`config.mk`:
```
export PLATFORM = sky130hd
export DESIGN_NAME = serial_mult
export DESIGN_NICKNAME = d
export VERILOG_FILES = /design/src/rtl/serial_mult.sv
export SDC_FILE = /design/constraint.sdc
export NUM_CORES = 1
export LEC_CHECK = 0
export CAP_MARGIN = 20
export CORE_MARGIN = 3
export CORE_UTILIZATION = 29
export CTS_CLUSTER_DIAMETER = 30
export DETAILED_ROUTE_END_ITERATION = 16
export PLACE_DENSITY_LB_ADDON = 0.3
export SLEW_MARGIN = 20
export SYNTH_ARGS = -nofsm -noshare
export SYNTH_HDL_FRONTEND = slang
export SYNTH_SLANG_ARGS = --single-unit
export TNS_END_PERCENT = 50
```
`constraint.sdc`:
```
create_clock -name clk -period 5.8 [get_ports clk]
set_input_delay 0.58 -clock clk [delete_from_list [all_inputs] [get_ports clk]]
set_output_delay 0.58 -clock clk [all_outputs]
set_load 0.02 [all_outputs]
```
`src/rtl/serial_mult.sv`:
```
// Serial-input shift-add multiplier: length field, A, B streamed LSB first.
// Define MULT_SIGNED_EN for two's complement operands (default: unsigned).
module serial_mult #(
  parameter int LEN_W  = 8,
  parameter int MAX_W  = 16,
  parameter int PROD_W = 32
) (
  input  logic            clk,
  input  logic            rst,
  input  logic            in,
  input  logic            ctrl,
  output logic [PROD_W:0] prod
);

  localparam int CW = $clog2(MAX_W + 1);

  typedef enum logic [2:0] {
    IDLE, RX_LEN, RX_A, RX_B, CALC, FIN, DONE
  } state_t;

  state_t              state_q, state_d;
  logic                ctrl_q;
  logic [LEN_W-1:0]    len_q, len_d;
  logic [CW-1:0]       n_q, n_d;
  logic [CW-1:0]       cnt_q, cnt_d;
  logic [PROD_W-1:0]   a_q, a_d;
  logic [MAX_W-1:0]    b_q, b_d;
  logic [PROD_W-1:0]   acc_q, acc_d;
  logic [PROD_W:0]     prod_q, prod_d;

  logic                start;
  logic                last;
  logic [LEN_W-1:0]    len_full;

  assign start    = ctrl & ~ctrl_q;
  assign last     = (cnt_q == n_q - CW'(1));
  assign len_full = {in, len_q[LEN_W-1:1]};
  assign prod     = prod_q;

  always_ff @(posedge clk or negedge rst) begin
    if (!rst) begin
      state_q <= IDLE;
      ctrl_q  <= 1'b0;
      len_q   <= '0;
      n_q     <= '0;
      cnt_q   <= '0;
      a_q     <= '0;
      b_q     <= '0;
      acc_q   <= '0;
      prod_q  <= '0;
    end else begin
      state_q <= state_d;
      ctrl_q  <= ctrl;
      len_q   <= len_d;
      n_q     <= n_d;
      cnt_q   <= cnt_d;
      a_q     <= a_d;
      b_q     <= b_d;
      acc_q   <= acc_d;
      prod_q  <= prod_d;
    end
  end

  always_comb begin
    state_d = state_q;
    len_d   = len_q;
    n_d     = n_q;
    cnt_d   = cnt_q;
    a_d     = a_q;
    b_d     = b_q;
    acc_d   = acc_q;
    prod_d  = prod_q;

    if (start) begin
      state_d = RX_LEN;
      len_d   = '0;
      n_d     = '0;
      cnt_d   = '0;
      a_d     = '0;
      b_d     = '0;
      acc_d   = '0;
      prod_d  = '0;
    end else begin
      unique case (state_q)
        RX_LEN: begin
          len_d = len_full;
          cnt_d = cnt_q + CW'(1);
          if (cnt_q == CW'(LEN_W - 1)) begin
            cnt_d = '0;
            if (len_full > LEN_W'(MAX_W))
              n_d = CW'(MAX_W);
            else
              n_d = len_full[CW-1:0];
            state_d = (n_d == '0) ? FIN : RX_A;
          end
        end
        RX_A: begin
`ifdef MULT_SIGNED_EN
          // every bit from here up takes this value: sign extension
          for (int i = 0; i < PROD_W; i++)
            if (i >= int'(cnt_q)) a_d[i] = in;
`else
          a_d[cnt_q] = in;
`endif
          cnt_d = cnt_q + CW'(1);
          if (last) begin
            cnt_d   = '0;
            state_d = RX_B;
          end
        end
        RX_B: begin
`ifdef MULT_SIGNED_EN
          for (int i = 0; i < MAX_W; i++)
            if (i >= int'(cnt_q)) b_d[i] = in;
`else
          b_d[cnt_q[CW-2:0]] = in;
`endif
          cnt_d = cnt_q + CW'(1);
          if (last) begin
            cnt_d   = '0;
            state_d = CALC;
          end
        end
        CALC: begin
          if (b_q[0]) begin
`ifdef MULT_SIGNED_EN
            // multiplier sign bit carries negative weight
            acc_d = last ? acc_q - a_q : acc_q + a_q;
`else
            acc_d = acc_q + a_q;
`endif
          end
          a_d   = a_q << 1;
          b_d   = b_q >> 1;
          cnt_d = cnt_q + CW'(1);
          if (last) begin
            cnt_d   = '0;
            state_d = FIN;
          end
        end
        FIN: begin
          prod_d  = {1'b1, acc_q};
          state_d = DONE;
        end
        default: ;
      endcase
    end
  end

endmodule

```
Yosys cells after proc, flatten, opt, wreduce, memory -nomap -nowiden
Index checks and enable logic that the tools add are counted.

word-level totals
  register bits after elaboration = 135
  bits of input ports = 4
  output and inout port bits = 33
  word-level logic and storage cells = 81

operators by class
  add/subtract/negate cells = 3
  order comparisons = 5
  eq/ne operators = 11
  mux-type cells = 35
  bitwise operators = 2
  reductions and logical operators = 16

operators with widths
  cell                                                 number
  two-way mux 32 bit                                   4
  two-way mux 33 bit                                   2
  case mux 32 bit (2 select lines)                     1
  two-way mux 5 bit                                    10
  adder 32 bit                                         1
  bitwise mux 32 bit                                   1
  case mux 16 bit (2 select lines)                     1
  two-way mux 3 bit                                    6
  bitwise mux 16 bit                                   1
  two-way mux 16 bit                                   1
  two-way mux 8 bit                                    2
  case mux 3 bit (5 select lines)                      1
  inequality test 3 bit, second input constant         4
  case mux 5 bit (2 select lines)                      1
  nonzero test 2 bit                                   5
  nonzero test 3 bit                                   3
  > comparator 8 x 5 -> 1 bit, second input constant   1
  equality test 3 x 2 -> 1 bit, second input constant  2
  equality test 3 bit, second input constant           2
  < comparator 5 x 6 -> 1 bit, second input constant   1
  nonzero test 6 bit                                   1
  adder 5 x 1 -> 5 bit, second input constant          1
  demux 1 bit (select 5 bit)                           1
  equality test 5 x 3 -> 1 bit, second input constant  1
  15 further kinds                                     18

Depth between registers and ports, before layout
Gate-level depths: netlist of run 1.

  depth in word-level cells = 10
  gate-level depth with buffers = 11

Least setup slack after synthesis of run 1
OpenSTA, ideal clock, no wires.

  path kind = register -> register
  start = register a_q[0]
  end = register acc_q[30]
  data arrival time = 2.232 ns
  slack = 3.445 ns
  cell stages (with the launch flop) = 12
  path buffers = 0
  path through = dfrtp_1 -> ha_1 -> inv_1 -> fa_1 -> nor2b_1 -> o2111ai_1 -> a31o_2 -> nand4b_1 -> a31oi_1 -> o31ai_1 -> and3_1 -> nor3_1

on the way
  word-level cells in the longest chain between the ends = 4

RTL lines
  element                   RTL line  source
  start: declaration        26        logic [PROD_W-1:0] a_q, a_d;
  start signal: assignment  47        a_q <= '0;
  start signal: assignment  57        a_q <= a_d;
  adder 32 bit              130       acc_d = acc_q + a_q;
  two-way mux 32 bit        125       if (b_q[0]) begin
  two-way mux 32 bit        84        unique case (state_q)
  two-way mux 32 bit        74        if (start) begin
  end signal: assignment    49        acc_q <= '0;
  end signal: assignment    59        acc_q <= acc_d;
  end: declaration          28        logic [PROD_W-1:0] acc_q, acc_d;

No other way between the ends. The select of a mux whose other input is x is not followed.
A chain may end at the register's enable or synchronous reset.

Worst setup path in the final report of run 1
  start = register state_q[2]
  end = register a_q[24]

on the way
  word-level cells in the longest chain between the ends = 3
  elaborated cells between the ends (all ways) = 5
  those cells by class = eq/ne (2); mux (2); reduce/logical (1)

RTL lines
  element                                                              RTL line  source
  start: declaration                                                   21        state_t state_q, state_d;
  start signal: assignment                                             52        state_q <= state_d;
  equality test 3 bit or equality test 3 x 2 -> 1 bit (tied branches)  84
  case mux 32 bit (2 select lines)                                     84
  two-way mux 32 bit                                                   74

Parallel ways exist; a longest one is shown, timed or not.

==> results of run 1 <==
## through the flow
stage	worst slack, ns	hold slack [ns]	cells	total power, uW
floorplan	3.44	0.284	914	1650
global placement	2.84	0.485	1233	1850
detailed placement	2.83	0.489	1233	1850
CTS	2.92	0.179	1265	2940
global route	2.57	0.193	1265	3080
finish	2.78	0.147	1265	2930
## registers in the layout, indices dropped and copies added, names as in the netlist
name / flops
cnt_q: 5
ctrl_q: 1
len_q: 7
b_q: 16
acc_q: 32
state_q: 3
a_q: 32
prod: 33
n_q: 5
## cells by family after synthesis
| logic type | Yosys count |
|---|---|
| flops | 134 |
| compound gates | 315 |
| mux | 12 |
| xor+xnor | 30 |
| fa+ha+maj | 39 |
| buf+inv | 83 |
| simple gates | 301 |
## metal layers
layer	routed length (um)	track usage, %
met1	10400	21.0
met2	10300	23.7
met3	1010	2.77
met4	443	5.38
met5	0	0
## path summary, 6_finish.rpt
path | from | to
min | rst | prod[26]
max in group asynchronous | rst | prod[28]
min reg2reg | prod[32] | prod[32]
max | state_q[2] | a_q[24]
max reg2reg | state_q[2] | a_q[24]
min in group clk | prod[32] | prod[32]
## cell type report
type / instances / share of cell area, %
multi-input cells: 697 / 47.2
repair buffers: 42 / 4.44
flip-flops and latches: 134 / 36.6
clock buffers: 25 / 5.30
clock inverters: 7 / 1.04
well taps: 341 / 4.65
inverters: 19 / 0.778
## Yosys cell counts, drive strengths merged (6+ instances only)
library cell  number  area, um2
a211oi             6       50.1
a21o              17        131
a21oi            121        613
a22oi              8       60.1
a311oi            19        166
a31oi             11       68.8
a32oi             21        184
and3              11       71.3
buf               11       52.6
clkbuf            53        219
dfrtp            134       3350
ha                38        475
inv               19       71.3
mux2i             10        100
nand2            150        566
nand3             16       80.1
nand4              8       65.1
nor2              62        233
nor2b              8       50.1
nor3              11       55.1
o211ai            34        255
o21ai             44        224
o31ai              6       50.1
or3               14       87.6
xnor2             22        193
xor2               8       70.1
## where the power goes
part / leakage (uW) / internal, uW / switching, uW
Sequential: 0.00185 / 1040 / 122
Combinational: 0.00173 / 230 / 452
Clock: 0.000270 / 667 / 421
Total: 0.00385 / 1930 / 994
## layout by cell type (no fill, tap or decap), types with 6 or more instances in the layout
master and instances:
nor2b_1 7, clkbuf_16 17, a311oi_1 19, a21oi_1 119, inv_1 18, mux2i_1 10
o211ai_1 34, and3_1 9, nand3_1 16, nand4_1 7, xnor2_1 22, o21ai_0 41
xor2_1 8, ha_1 38, nor3_1 10, a21o_1 14, a31oi_1 11, dfrtp_1 134
nor2_1 62, a22oi_1 8, buf_4 6, a32oi_1 21, clkdlybuf4s50_1 35, or3_1 14
nand2_1 148
==> run metrics, run 1 <==
Synth Area in XOR/XNOR 3.28%; P_leak 0.00385 uW; design area 0.00917 mm2; # resized after CTS 0; CP required 6.14 ns; crit path DAT 3.36 ns; Fmax 0.331 GHz; max-slew violation count 0; Post-Synth Adder-Cell Area 6.19%; Worst-Skew Late Latency 0.43 ns; crit path max fanout 18; first-pass GRT wire length 35900 um; r2r setup slk 2.78 ns; initial core utilization 29.6%; worst rel slew slack 22.2%; post-layout util 33.9%; maximum VDD drop 0.218 mV; ratio of cells with drive above 1 in the final layout 6.93%; Final setup viols 0; multi-input logic area 0.00433 mm2; count of different cell masters after synthesis 68; final hold violations 0; clock skew 0.00860 ns; die height 172 um; #FFs+latches synth 134; Post-route DRC 0; Least-Margin Pin Slew 1.16 ns; Worst path max stage delay 1.03 ns; Mapped Area 0.00800 mm2; crit path cell chain inv_2, nand2_1, nor2_1, nand2_1, nor2_1, a32oi_1, a21oi_1; Nets 954; cell count of the worst reg-to-reg path 7; Fill cells 2781; setup tns final 0 ns; GR Util All Layers 15.1%; clock sinks 134; CTS clk-pin slew, worst paths 0.06 ns; Top FF cell, synth dfrtp_1; Crit. End Element flip-flop; max-cap viol count 0; post-synthesis async set-or-reset flop share 100%; CTS tree done; core footprint 0.0270 mm2; postcts setup bufs 0; drt total wl 22100 um; largest family of logic cells by synthesized area compound AO/OA/AOI/OAI gates; die area 0.0296 mm2; cts hold-fix bufs 0; diode count 0; Synth Area in Compound Gates 25.8%; Top Family by Delay on Critical Path simple AND/OR/NAND/NOR gates; Post-Synthesis Cells 914; simple logic cell fraction of the synthesized area 17.0%; GP Congestion 0.867; ANT nets after route 0; CP Launch Type flip-flop; Crit-path slowest cell nor2_1; Stages on worst setup path 7; Crit Path Class flip-flop to flip-flop; Iter 0 DRT Violations 654; number of synthesized flops with an enable pin 0; status finished clean; post-DP HPWL 14500 um; Seq. cell area 0.00335 mm2; power per cell area 320 mW/mm2; H-tree levels 4; Synthesized Nets 957; initial antenna violation count 0; final period utilization 52.1%; vias per cell 5.50; # IOs 37; Min-Delay Path Class input port to async pin; CTS buffer count 17; vias in the first global route 6572; via count 6953; CP Buf/Inv Count 1; DRT Pass-1 Iters 5; grt ovf 0; WL per Instance 17.4 um; I/O Buffers 36; largest net degree at the start of global routing 78; RSZ-0062 raised after global routing false; area delta synth->final 14.5%; clock root buffer clkbuf_16; area post-placement 0.00858 mm2; min cycle time layout 3.02 ns; sequential share of the synthesized area 41.9%; CTS max path bufs 2; row cnt 60; mux contribution to synthesized area 1.53%; YS warnings 0; die width 172 um; Syn Area/Cell 8.76 um2
No activity file was read; power rests on OpenSTA's default activity.
==> inputs of run 2 (changes only) <==
clock period = 2.8 ns   (was 5.8 ns; I/O delays follow)
==> run metrics, run 2 (same netlist as run 1, synthesis figures left out) <==
CTS max path bufs 2; GR Util All Layers 15.5%; RSZ-0062 raised after global routing true; Nets 983; Power Total 6330 uW; WL per Instance 17.3 um; diode count 0; post-DP HPWL 15300 um; vias in the first global route 6715; Crit. End Element flip-flop; row cnt 60; max-cap viol count 0; initial antenna violation count 0; commonest non-fill, non-tap cell in the layout nand2_1; CTS buffer count 17; die width 172 um; Final setup viols 0; die area 0.0296 mm2; DRT Pass-1 Iters 5; drt total wl 22300 um; CTS tree done; CTS clk-pin slew, worst paths 0.07 ns; H-tree levels 4; power per cell area 668 mW/mm2; initial core utilization 29.6%; Fmax 0.378 GHz; Largest register FFs 33; Min-Delay Path Class input port to flip-flop; clock root buffer clkbuf_16; first-pass GRT wire length 36500 um; crit path DAT 2.96 ns; postcts setup bufs 0; maximum VDD drop 0.435 mV; core footprint 0.0270 mm2; min cycle time layout 2.64 ns; Crit Path Class flip-flop to flip-flop; final period utilization 94.4%; P_leak 0.00402 uW; CP Launch Type flip-flop; Worst-Skew Late Latency 0.43 ns; final hold violations 0; GP Congestion 0.874; via count 7022; CP required 3.12 ns; Least-Margin Pin Slew 0.724 ns; setup tns final 0 ns; I/O Buffers 36; status finished clean; ratio of cells with drive above 1 in the final layout 10.6%; ANT nets after route 0; clock skew 0.00945 ns; die height 172 um; crit path max fanout 3; Post-route DRC 0; area delta synth->final 18.4%; max-slew violation count 0; # IOs 37; clock sinks 134; post-layout util 35.1%; Iter 0 DRT Violations 626; grt ovf 0; worst rel slew slack 51.6%; largest net degree at the start of global routing 76; vias per cell 5.43; most frequent cells in the layout 148 x nand2_1, 134 x dfrtp_1, 119 x a21oi_1, 62 x nor2_1, 39 x o21ai_0
run 2: repair_timing:
action | in CTS | in global routing
hold buffers | 1 | 0
setup endpoints to repair | 0 | 5
endpoints found under the hold margin | 63 | 0
resized for setup | 0 | 7
run 2: area by class of cell:
cell class              count  area [um2]
clock inverters            11         145
multi-input cells         697        4350
inverters                  19        71.3
repair buffers             71         652
flip-flops and latches    134        3350
well taps                 341         427
clock buffers              21         480
fillers                  2788       17600
run 2: worst max-delay path: stages (launching register included):
cell       delay [ns]
dfrtp_1          0.37
ha_1             0.21
inv_1            0.07
fa_1             0.39
nor2b_2          0.17
o2111ai_1        0.15
a31o_2           0.31
nand4b_1         0.18
a31oi_2          0.19
o31ai_2          0.24
and3_1           0.19
nor3_1           0.05
run 2: path summary, 6_finish.rpt:
check	start	to	slack, ns	cells past startpoint
min in group asynchronous	rst	prod[26]	0.43	2
worst min-delay path	ctrl	ctrl_q	0.34	1
worst max register to register	a_q[0]	acc_q[30]	0.16	11
worst min register to register	prod[32]	prod[32]	0.51	2
worst max-delay path	a_q[0]	acc_q[30]	0.16	11
max in group asynchronous	rst	a_q[4]	1.61	3
run 2: report_power, final:
group | internal (uW) | total, uW | switching (uW) | leakage [uW]
registers | 2150 | 2390 | 240 | 0.00185
logic | 561 | 1530 | 968 | 0.00187
clock network | 1500 | 2410 | 916 | 0.000302
run 2: metrics by stage:
step	worst slack, ns	area (um2)	hold WS (ns)	std cells
finish	0.157	9480	0.339	1294
detailed placement	0.116	8810	0.331	1261
global route	-0.00668	9480	0.333	1294
floorplan	0.445	8000	-0.0156	914
CTS	0.0895	9450	0.324	1294
global placement	0.153	8810	0.329	1261
run 2: metal layers:
metal	share of wire, %	wire (um)	vias to the layer above	GRT usage [%]
li1	-	-	3395	-
met1	48	10700	3445	21.8
met2	46	10300	160	24.5
met3	4.5	1010	22	2.47
met4	1.5	340	0	4.93
met5	0	0	-	0
